**config.mk**
```make
export PLATFORM = sky130hd
export DESIGN_NAME = apb_timer
export DESIGN_NICKNAME = d
export VERILOG_FILES = /design/src/rtl/apb_timer.sv
export SDC_FILE = /design/constraint.sdc
export NUM_CORES = 1
export LEC_CHECK = 0
export CAP_MARGIN = 5
export CORE_UTILIZATION = 23
export CTS_BUF_LIST = sky130_fd_sc_hd__clkbuf_16
export CTS_CLUSTER_SIZE = 25
export DETAILED_ROUTE_END_ITERATION = 16
export PLACE_DENSITY = 0.43
export SETUP_SLACK_MARGIN = 0.02
export SLEW_MARGIN = 20
export SYNTH_ARGS = -nofsm -noshare
export SYNTH_HDL_FRONTEND = slang
export SYNTH_SLANG_ARGS = --single-unit
export TNS_END_PERCENT = 1
```
**constraint.sdc**
```tcl
create_clock -name clk -period 2.3 [get_ports clk]
set_input_delay 0.46 -clock clk [delete_from_list [all_inputs] [get_ports clk]]
set_output_delay 0.46 -clock clk [all_outputs]
set_load 0.02 [all_outputs]
```
**src/rtl/apb_timer.sv**
```systemverilog
// APB3 slave up-counter timer: STATUS/GOAL/CURR at word offsets 0/1/2.
// Counts at clk/PRESCALE once started and pulses irq for one cycle when CURR reaches GOAL.
module apb_timer #(
   parameter int ADDR_W      = 2,
   parameter int DATA_W      = 8,
   parameter int WAIT_STATES = 0,
   parameter int PRESCALE    = 1
) (
   input  logic              clk,
   input  logic              preset,
   input  logic [ADDR_W-1:0] paddr,
   input  logic              pwrite,
   input  logic              psel,
   input  logic              penable,
   input  logic [DATA_W-1:0] pwdata,
   output logic [DATA_W-1:0] prdata,
   output logic              pready,
   output logic              pslverr,
   output logic              irq
);

   localparam logic [1:0] A_IDLE   = 2'd0;
   localparam logic [1:0] A_SETUP  = 2'd1;
   localparam logic [1:0] A_ACCESS = 2'd2;
   localparam logic [1:0] A_RESP   = 2'd3;

   localparam logic [1:0] T_IDLE   = 2'd0;
   localparam logic [1:0] T_RUN    = 2'd1;
   localparam logic [1:0] T_DONE   = 2'd2;
   localparam logic [1:0] T_PAUSE  = 2'd3;

   localparam int         PW     = (PRESCALE > 1) ? $clog2(PRESCALE) : 1;
   localparam logic [PW-1:0] PS_MAX = PW'(PRESCALE - 1);
   localparam logic [2:0] WS     = 3'(WAIT_STATES);

   logic [1:0]        apb_st;
   logic [2:0]        wcnt;
   logic [1:0]        tstate;
   logic [DATA_W-1:0] goal;
   logic [DATA_W-1:0] curr;
   logic [PW-1:0]     presc;
   logic [DATA_W-1:0] rd_data;
   logic              fire;
   logic              pwrite_bad;
   logic              wr_ok;
   logic              cmd_start;
   logic              cmd_stop;

   // CURR may only climb up to all-ones; GOAL is what normally stops it.
   function automatic logic [DATA_W-1:0] sat_inc(input logic [DATA_W-1:0] v);
      return (v == '1) ? v : v + DATA_W'(1);
   endfunction

   // The transfer completes on the edge that raises pready; all side effects happen there.
   assign fire = psel && penable &&
                 (((apb_st == A_SETUP) && (WS == 3'd0)) ||
                  ((apb_st == A_ACCESS) && (wcnt == WS)));

   assign pwrite_bad = !((pwrite === 1'b1) || (pwrite === 1'b0));
   assign wr_ok      = fire && !pwrite_bad && pwrite;
   assign cmd_start  = wr_ok && (paddr == ADDR_W'(0)) && pwdata[0];
   assign cmd_stop   = wr_ok && (paddr == ADDR_W'(0)) && pwdata[1];

   always_comb begin
      rd_data = '0;
      if (paddr == ADDR_W'(0))      rd_data[3:2] = tstate;
      else if (paddr == ADDR_W'(1)) rd_data = goal;
      else if (paddr == ADDR_W'(2)) rd_data = curr;
   end

   always_ff @(posedge clk) begin
      if (preset) begin
         apb_st  <= A_IDLE;
         wcnt    <= '0;
         pready  <= 1'b0;
         prdata  <= '0;
         pslverr <= 1'b0;
      end else begin
         pready  <= 1'b0;
         prdata  <= '0;
         pslverr <= 1'b0;
         if (fire) begin
            apb_st  <= A_RESP;
            pready  <= 1'b1;
            pslverr <= pwrite_bad;
            prdata  <= (pwrite_bad || pwrite) ? '0 : rd_data;
         end else begin
            case (apb_st)
               A_IDLE:   if (psel && !penable) apb_st <= A_SETUP;
               A_SETUP: begin
                  if (!psel) begin
                     apb_st <= A_IDLE;
                  end else if (penable) begin
                     apb_st <= A_ACCESS;
                     wcnt   <= 3'd1;
                  end
               end
               A_ACCESS: begin
                  if (!(psel && penable)) apb_st <= A_IDLE;
                  else                    wcnt   <= wcnt + 3'd1;
               end
               default:  apb_st <= A_IDLE;
            endcase
         end
      end
   end

   // Timer: STOP beats START; a START while already running is a no-op.
   always_ff @(posedge clk) begin
      if (preset) begin
         tstate <= T_IDLE;
         goal   <= '0;
         curr   <= '0;
         presc  <= '0;
         irq    <= 1'b0;
      end else begin
         irq <= 1'b0;
         if (wr_ok && (paddr == ADDR_W'(1))) goal <= pwdata;
         if (cmd_stop) begin
            if (tstate == T_RUN) tstate <= T_PAUSE;
         end else if (cmd_start && (tstate != T_RUN)) begin
            tstate <= T_RUN;
            if (tstate != T_PAUSE) begin
               curr  <= '0;
               presc <= '0;
            end
         end else if (tstate == T_RUN) begin
            if (curr >= goal) begin
               tstate <= T_DONE;
               irq    <= 1'b1;
            end else if (presc == PS_MAX) begin
               presc <= '0;
               curr  <= sat_inc(curr);
               if (sat_inc(curr) == goal) begin
                  tstate <= T_DONE;
                  irq    <= 1'b1;
               end
            end else begin
               presc <= presc + PW'(1);
            end
         end
      end
   end

endmodule

```
# After elaboration in Yosys (flattened, before gate mapping)
# Cells that the tools add are included.
[word_totals] elab_cells=106 in_bits=15 output_inout_bits=11 regBits=35
[classes] add_sub_neg=3 mux=35 n_lt_le_gt_ge=1 n_bitwise=3 reduce_logical=31 eq_ne=22
[op_table] operator="two-way mux 8 bit" count=8
[op_table] operator="two-way mux 2 bit" count=13
[op_table] operator="logical AND 1 bit" count=11
[op_table] operator="!= test 2 bit (second input constant)" count=5
[op_table] operator="AND reduction 5 bit" count=2
[op_table] operator="two-way mux 1 bit" count=9
[op_table] operator="two-way mux 3 bit" count=3
[op_table] operator="adder 8 x 1 -> 8 bit (second input constant)" count=1
[op_table] operator="== test 8 bit" count=1
[op_table] operator="== test 8 bit (second input constant)" count=1
[op_table] operator="greater-or-equal comparator 8 bit" count=1
[op_table] operator="!= test 2 x 1 -> 1 bit (second input constant)" count=4
[op_table] operator="AND reduction 4 bit" count=2
[op_table] operator="OR reduction 4 bit" count=2
[op_table] operator="== test 2 x 1 -> 1 bit (second input constant)" count=3
[op_table] operator="!= test 3 bit (second input constant)" count=2
[op_table] operator="one-hot mux 2 bit (3 select lines)" count=1
[op_table] operator="one-hot mux 3 bit (2 select lines)" count=1
[op_table] operator="== test 2 bit (second input constant)" count=2
[op_table] operator="logical NOT 2 bit" count=2
[op_table] operator="!= test 4 x 1 -> 1 bit (second input constant)" count=1
[op_table] operator="!= test 4 bit (second input constant)" count=1
[op_table] operator="nonzero test 2 bit" count=2
[op_table] operator="nonzero test 4 bit" count=1
[op_table] operator="10 further kinds" count=16

# Depth between registers and ports, before layout
[depth] depth_word=11 ltp_mapped=9 mapped_depth_nobuf=8

# Worst setup path after synthesis
# OpenSTA, ideal clock, no wires.
[synth_path] kind="reg2reg" from="register curr[0]" to="register curr[6]" setup_ns=0.134 arrival_time_ns=2.021 path_buffers=1 required_time_ns=2.166 slack_ns=0.145 period_less_slack_ns=2.155 stages_incl_launch_ff=10 path_cell_list="dfxtp_1 > buf_2 > inv_1 > ha_1 > nand2b_1 > a211oi_1 > o311ai_0 > a21boi_1 > a221oi_1 > a211oi_1"
[synth_between] elab_chain_cells=6 word_cells_on_any_way=10 classes_between="1 x add/sub; 1 x order compare; 2 x eq/ne; 5 x mux; 1 x reduce/logical"
[synth_rtl] element="start: declaration" line_no="40" rtl="logic [DATA_W-1:0] curr;"
[synth_rtl] element="start signal: assignment" line_no="133" rtl="curr <= sat_inc(curr);"
[synth_rtl] element="adder 8 x 1 -> 8 bit or == test 8 bit (tied branches)" line_no="51" rtl="return (v == '1) ? v : v + DATA_W'(1);"
[synth_rtl] element="two-way mux 8 bit"
[synth_rtl] element="two-way mux 8 bit" line_no="131" rtl="end else if (presc == PS_MAX) begin"
[synth_rtl] element="two-way mux 8 bit" line_no="128" rtl="if (curr >= goal) begin"
[synth_rtl] element="two-way mux 8 bit" line_no="127" rtl="end else if (tstate == T_RUN) begin"
[synth_rtl] element="two-way mux 8 bit" line_no="121" rtl="end else if (cmd_start && (tstate != T_RUN)) begin"
# Several ways; a longest one is shown, not always the timed one. The select of a mux whose other input is x is not followed.
# A chain may end at the register's enable or synchronous reset.

# Worst setup path in the final report
[layout_path] from="register curr[1]" to="register tstate[0]"
[layout_between] elab_chain_cells=5 word_cells_on_any_way=12 classes_between="1 x add/sub; 1 x order compare; 3 x eq/ne; 5 x mux; 2 x reduce/logical"
[layout_rtl] element="adder 8 x 1 -> 8 bit, or another cell as far along" line_no="51"
[layout_rtl] element="two-way mux 8 bit or two-way mux 2 bit (tied branches)" line_no="51, 128"
[layout_rtl] element="== test 8 bit or two-way mux 2 bit (tied branches)" line_no="134, 127"
[layout_rtl] element="nonzero test 4 bit (no source line) or two-way mux 2 bit (tied branches)"
[layout_rtl] element="AND reduction 4 bit (no source line) or two-way mux 2 bit (tied branches)"
[layout_rtl] element="end signal: assignment" line_no="122" rtl="tstate <= T_RUN;"
[layout_rtl] element="end signal: assignment" line_no="129" rtl="tstate <= T_DONE;"
[layout_rtl] element="end signal: assignment" line_no="135" rtl="tstate <= T_DONE;"
[layout_rtl] element="end: declaration" line_no="38" rtl="logic [1:0] tstate;"
# Several ways; a longest one is shown, not always the timed one. The select of a mux whose other input is x is not followed.

==> results.txt <==
Clk pwr share - 50.1%
Length in cells of the worst reg-to-reg path - 8
H-tree depth - 2
Outcome - finished, final reports clean
Worst skew pair latency - 280 ps
Site Rows - 35
Fin worst setup slack - 43.8 ps
CTS Buf Count - 5
Ys async rst share - 0%
Via total after detailed routing - 2177
Clk Tree Root Cell - clkbuf_16
Crit path from - curr[1]$_SDFFE_PP0P_
CP startpoint kind - flop
PwrDens - 421 nW/um2
Max stage delay on crit path - 420 ps
CP Max Fanout - 11
Core ar. - 9240 um2
Fin util - 34.2%
Setup Viol. Count Final - 0
Area after DPL - 2950 um2
Top post-synthesis cells by area - dfxtp_1 30%, ha_1 6.3%, nor2_1 5.3%
Kind of critical path - flop to flop
Pre-CTS setup slack - -188 ps
CP max stage cell - dfxtp_2
Chip width - 99.6 um
FF-to-FF Start - curr[1]$_SDFFE_PP0P_
Antenna Cells - 0
Peak supply drop - 0.285 mV
Cts hold-fix bufs - 0
1st-iter DRT viols - 122
Die area - 9920 um2
Crit path arrival time - 2430 ps
Synth Register Bits - 33
Drt wl/cell - 15.2 um
Worst Path Required - 2480 ps
Main synth FF type - dfxtp_1
Final Wtd Congestion - 0.853
IO buf count - 24
Area fraction of the dominant cell type after synthesis - 30.2%
Initial antenna violation count - 0
Initial DRT Pass Iterations - 5
Hold crit path type - flop to flop
Final instance area - 3160 um2
DRT antenna net count - 0
NumNets Final - 361
Comb pwr share - 6.6%
Max cap viols - 0
Sequential Power Share - 43.3%
Post-synth EDFFs - 0
First-pass GRT wire length - 11.4 mm
Least-Margin Pin Slew - 608 ps
Max Root-Sink Buffers - 2
Post-synthesis sequential area ratio - 30.2%
Vias per cell - 4.68
Setup crit end kind - flop
Mapped Area - 2190 um2
P_leak - 1.19 nW
P_sw - 0.000312 W
Initial Util - 23.7%
GRT overflow - 0
Syn nets - 286
RSZ-0062 raised after global routing - yes
Max Slew Vio Count - 0
Switching fraction of total power - 23.5%
Worst relative slew slack - 59.3%
P&R area growth vs syn - 44.2%
Hold Path Cell Cnt - 2
Count of cell types in the netlist - 59
Pin count of the biggest net entering global routing - 13
CTS Sinks - 33
DR DRC count - 0
I/O Pins - 26
Final HPWL from detailed placement - 5.47 mm
Die H - 99.6 um
Post-Syn Area per Cell - 8.43 um2
CTS clk-pin slew, worst paths - 60 ps
Final WL - 7.05 mm
Vias in the first global route - 2133
Worst path cell trace - ha_2, buf_6, nand4_1, o21ai_0, a211oi_1, a2111oi_2, o211ai_1, o21ba_1
Synth Instances - 260
Fmax - 443 MHz
R2R Setup Slk - 40 ps
FF-to-FF End - tstate[0]$_SDFFE_PP0P_
Worst Setup EP - tstate[0]$_SDFFE_PP0P_
Clk_skew - 2.94 ps
Tot GR Track Use - 15.1%
Final-report hold violation count - 0
Synthesis warning total - 0
Fin crit share - 98.1%
Synth area leader - dfxtp_1
Fin crit period - 2260 ps
Cell Int Power - 0.00102 W
Design Power - 0.00133 W
CTS tree - yes
Fraction of layout cells with a size suffix above 1 - 27.1%
[layer usage]
metal | vias to the layer above | GRT usage (%) | part of all wire [%]
met4 | 0 | 4.64 | 1.2
met1 | 999 | 20.3 | 48
li1 | 1110 | - | -
met3 | 9 | 2.11 | 3.7
met2 | 59 | 24.9 | 47
met5 | - | 0 | 0
[cell families (layout without fill, tap and decap cells)]
group                      after synthesis  in the layout  synth area share (%)
muxes                                   11             11                  5.03
buffers and inverters                   33            109                  7.08
xor gates and xnor gates                 9              9                  3.60
and+or+nand+nor                         91             91                  22.8
AOI/OAI and AO/OA                       71             71                  24.8
other                                    1              1                 0.171
adders and majority gates               11             11                  6.28
DFF                                     33             33                  30.2
[final cells by class]
type                            instances  area, um2
Fill cell                             979       6080
Multi-Input combinational cell        194       1430
Timing Repair Buffer                   83        699
Sequential cell                        33        662
Tap cell                              129        161
Clock buffer                            5        125
Inverter                               18       67.6
Clock inverter                          3       17.5
[cell usage after synthesis (2+ instances only)]
| library cell | instances |
|---|---|
| nand2_1 | 11 |
| nor2_2 | 2 |
| a21o_1 | 5 |
| and4_1 | 2 |
| or3_1 | 2 |
| nor3_1 | 4 |
| nand2b_1 | 4 |
| mux2i_1 | 11 |
| nor2_1 | 31 |
| inv_1 | 18 |
| xnor2_1 | 7 |
| and3_1 | 5 |
| clkbuf_1 | 5 |
| o211ai_1 | 4 |
| xor2_1 | 2 |
| or4_1 | 3 |
| o31ai_1 | 3 |
| nor2b_1 | 4 |
| dfxtp_1 | 33 |
| o22ai_1 | 2 |
| nor4_1 | 3 |
| buf_4 | 5 |
| ha_1 | 11 |
| a22oi_1 | 6 |
| a31oi_1 | 3 |
| buf_2 | 4 |
| a21oi_1 | 14 |
| o21ai_0 | 5 |
| o211a_1 | 2 |
| nand3_1 | 8 |
| nand4_1 | 5 |
| a211oi_1 | 7 |
| a311oi_1 | 2 |
| o32ai_1 | 2 |
[registers in the layout, summed over array words and instances, names as in the netlist]
register,cells
apb_st,2
goal,8
curr,8
pready,1
tstate,2
wcnt,3
prdata,8
irq,1
[what timing repair did]
item                       CTS  global route
gates resized for setup      5             9
setup endpoints to repair   10            10
pin swaps                    0             5
buffers inserted             0             2
cloned                       0             0
[power groups by stage]
| stage | Clock (W) | Combinational (W) | Sequential [W] |
|---|---|---|---|
| 3_3_place_gp | 0 | 0.0000859 | 0.000588 |
| 6_report | 0.000667 | 0.0000880 | 0.000575 |
| 5_1_grt | 0.000701 | 0.0000950 | 0.000576 |
| 3_5_place_dp | 0 | 0.0000866 | 0.000588 |
| 4_1_cts | 0.000685 | 0.0000873 | 0.000575 |
| 2_1_floorplan | 0 | 0.0000317 | 0.000588 |
[worst max-delay path, delay by kind of cell (launching register included)]
family / cells / cell delay (ps)
flip-flops: 1 / 420
AND/OR/NAND/NOR: 1 / 100
AO/OA/AOI/OAI: 5 / 1220
buffers and inverters: 1 / 160
adder cells (fa/ha/maj): 1 / 250
[placed cells by master, fill, tap and decap left out, drive strengths merged, types with 4 or more instances in the layout]
master	count
a211oi	7
a21o	5
a21oi	15
a22oi	6
and3	5
buf	59
clkbuf	5
clkdlybuf4s50	24
dfxtp	33
ha	11
inv	18
mux2i	11
nand2	12
nand2b	5
nand3	8
nand4	5
nor2	33
nor2b	4
nor3	4
o211ai	4
o21ai	6
xnor2	7
[worst min path at each step]
| stage | startpoint | endpoint | slack (ps) |
|---|---|---|---|
| after floorplan | wcnt[1]$_SDFFE_PP0P_ | wcnt[1]$_SDFFE_PP0P_ | 490 |
| after global placement | wcnt[1]$_SDFFE_PP0P_ | wcnt[1]$_SDFFE_PP0P_ | 510 |
| after detailed placement | wcnt[1]$_SDFFE_PP0P_ | wcnt[1]$_SDFFE_PP0P_ | 520 |
| after CTS | wcnt[1]$_SDFFE_PP0P_ | wcnt[1]$_SDFFE_PP0P_ | 530 |
| after global routing | wcnt[0]$_SDFFE_PP0P_ | wcnt[0]$_SDFFE_PP0P_ | 580 |
| final | wcnt[1]$_SDFFE_PP0P_ | wcnt[1]$_SDFFE_PP0P_ | 520 |
[per-stage QoR]
| stage | setup TNS (ps) | std cells | hold slack, ps |
|---|---|---|---|
| floorplan | 0 | 260 | 487 |
| finish | 0 | 465 | 524 |
| global placement | -344 | 455 | 509 |
| CTS | 0 | 463 | 534 |
| detailed placement | -486 | 455 | 521 |
| global route | -70.8 | 465 | 583 |
(Power assumes the default switching activity.)
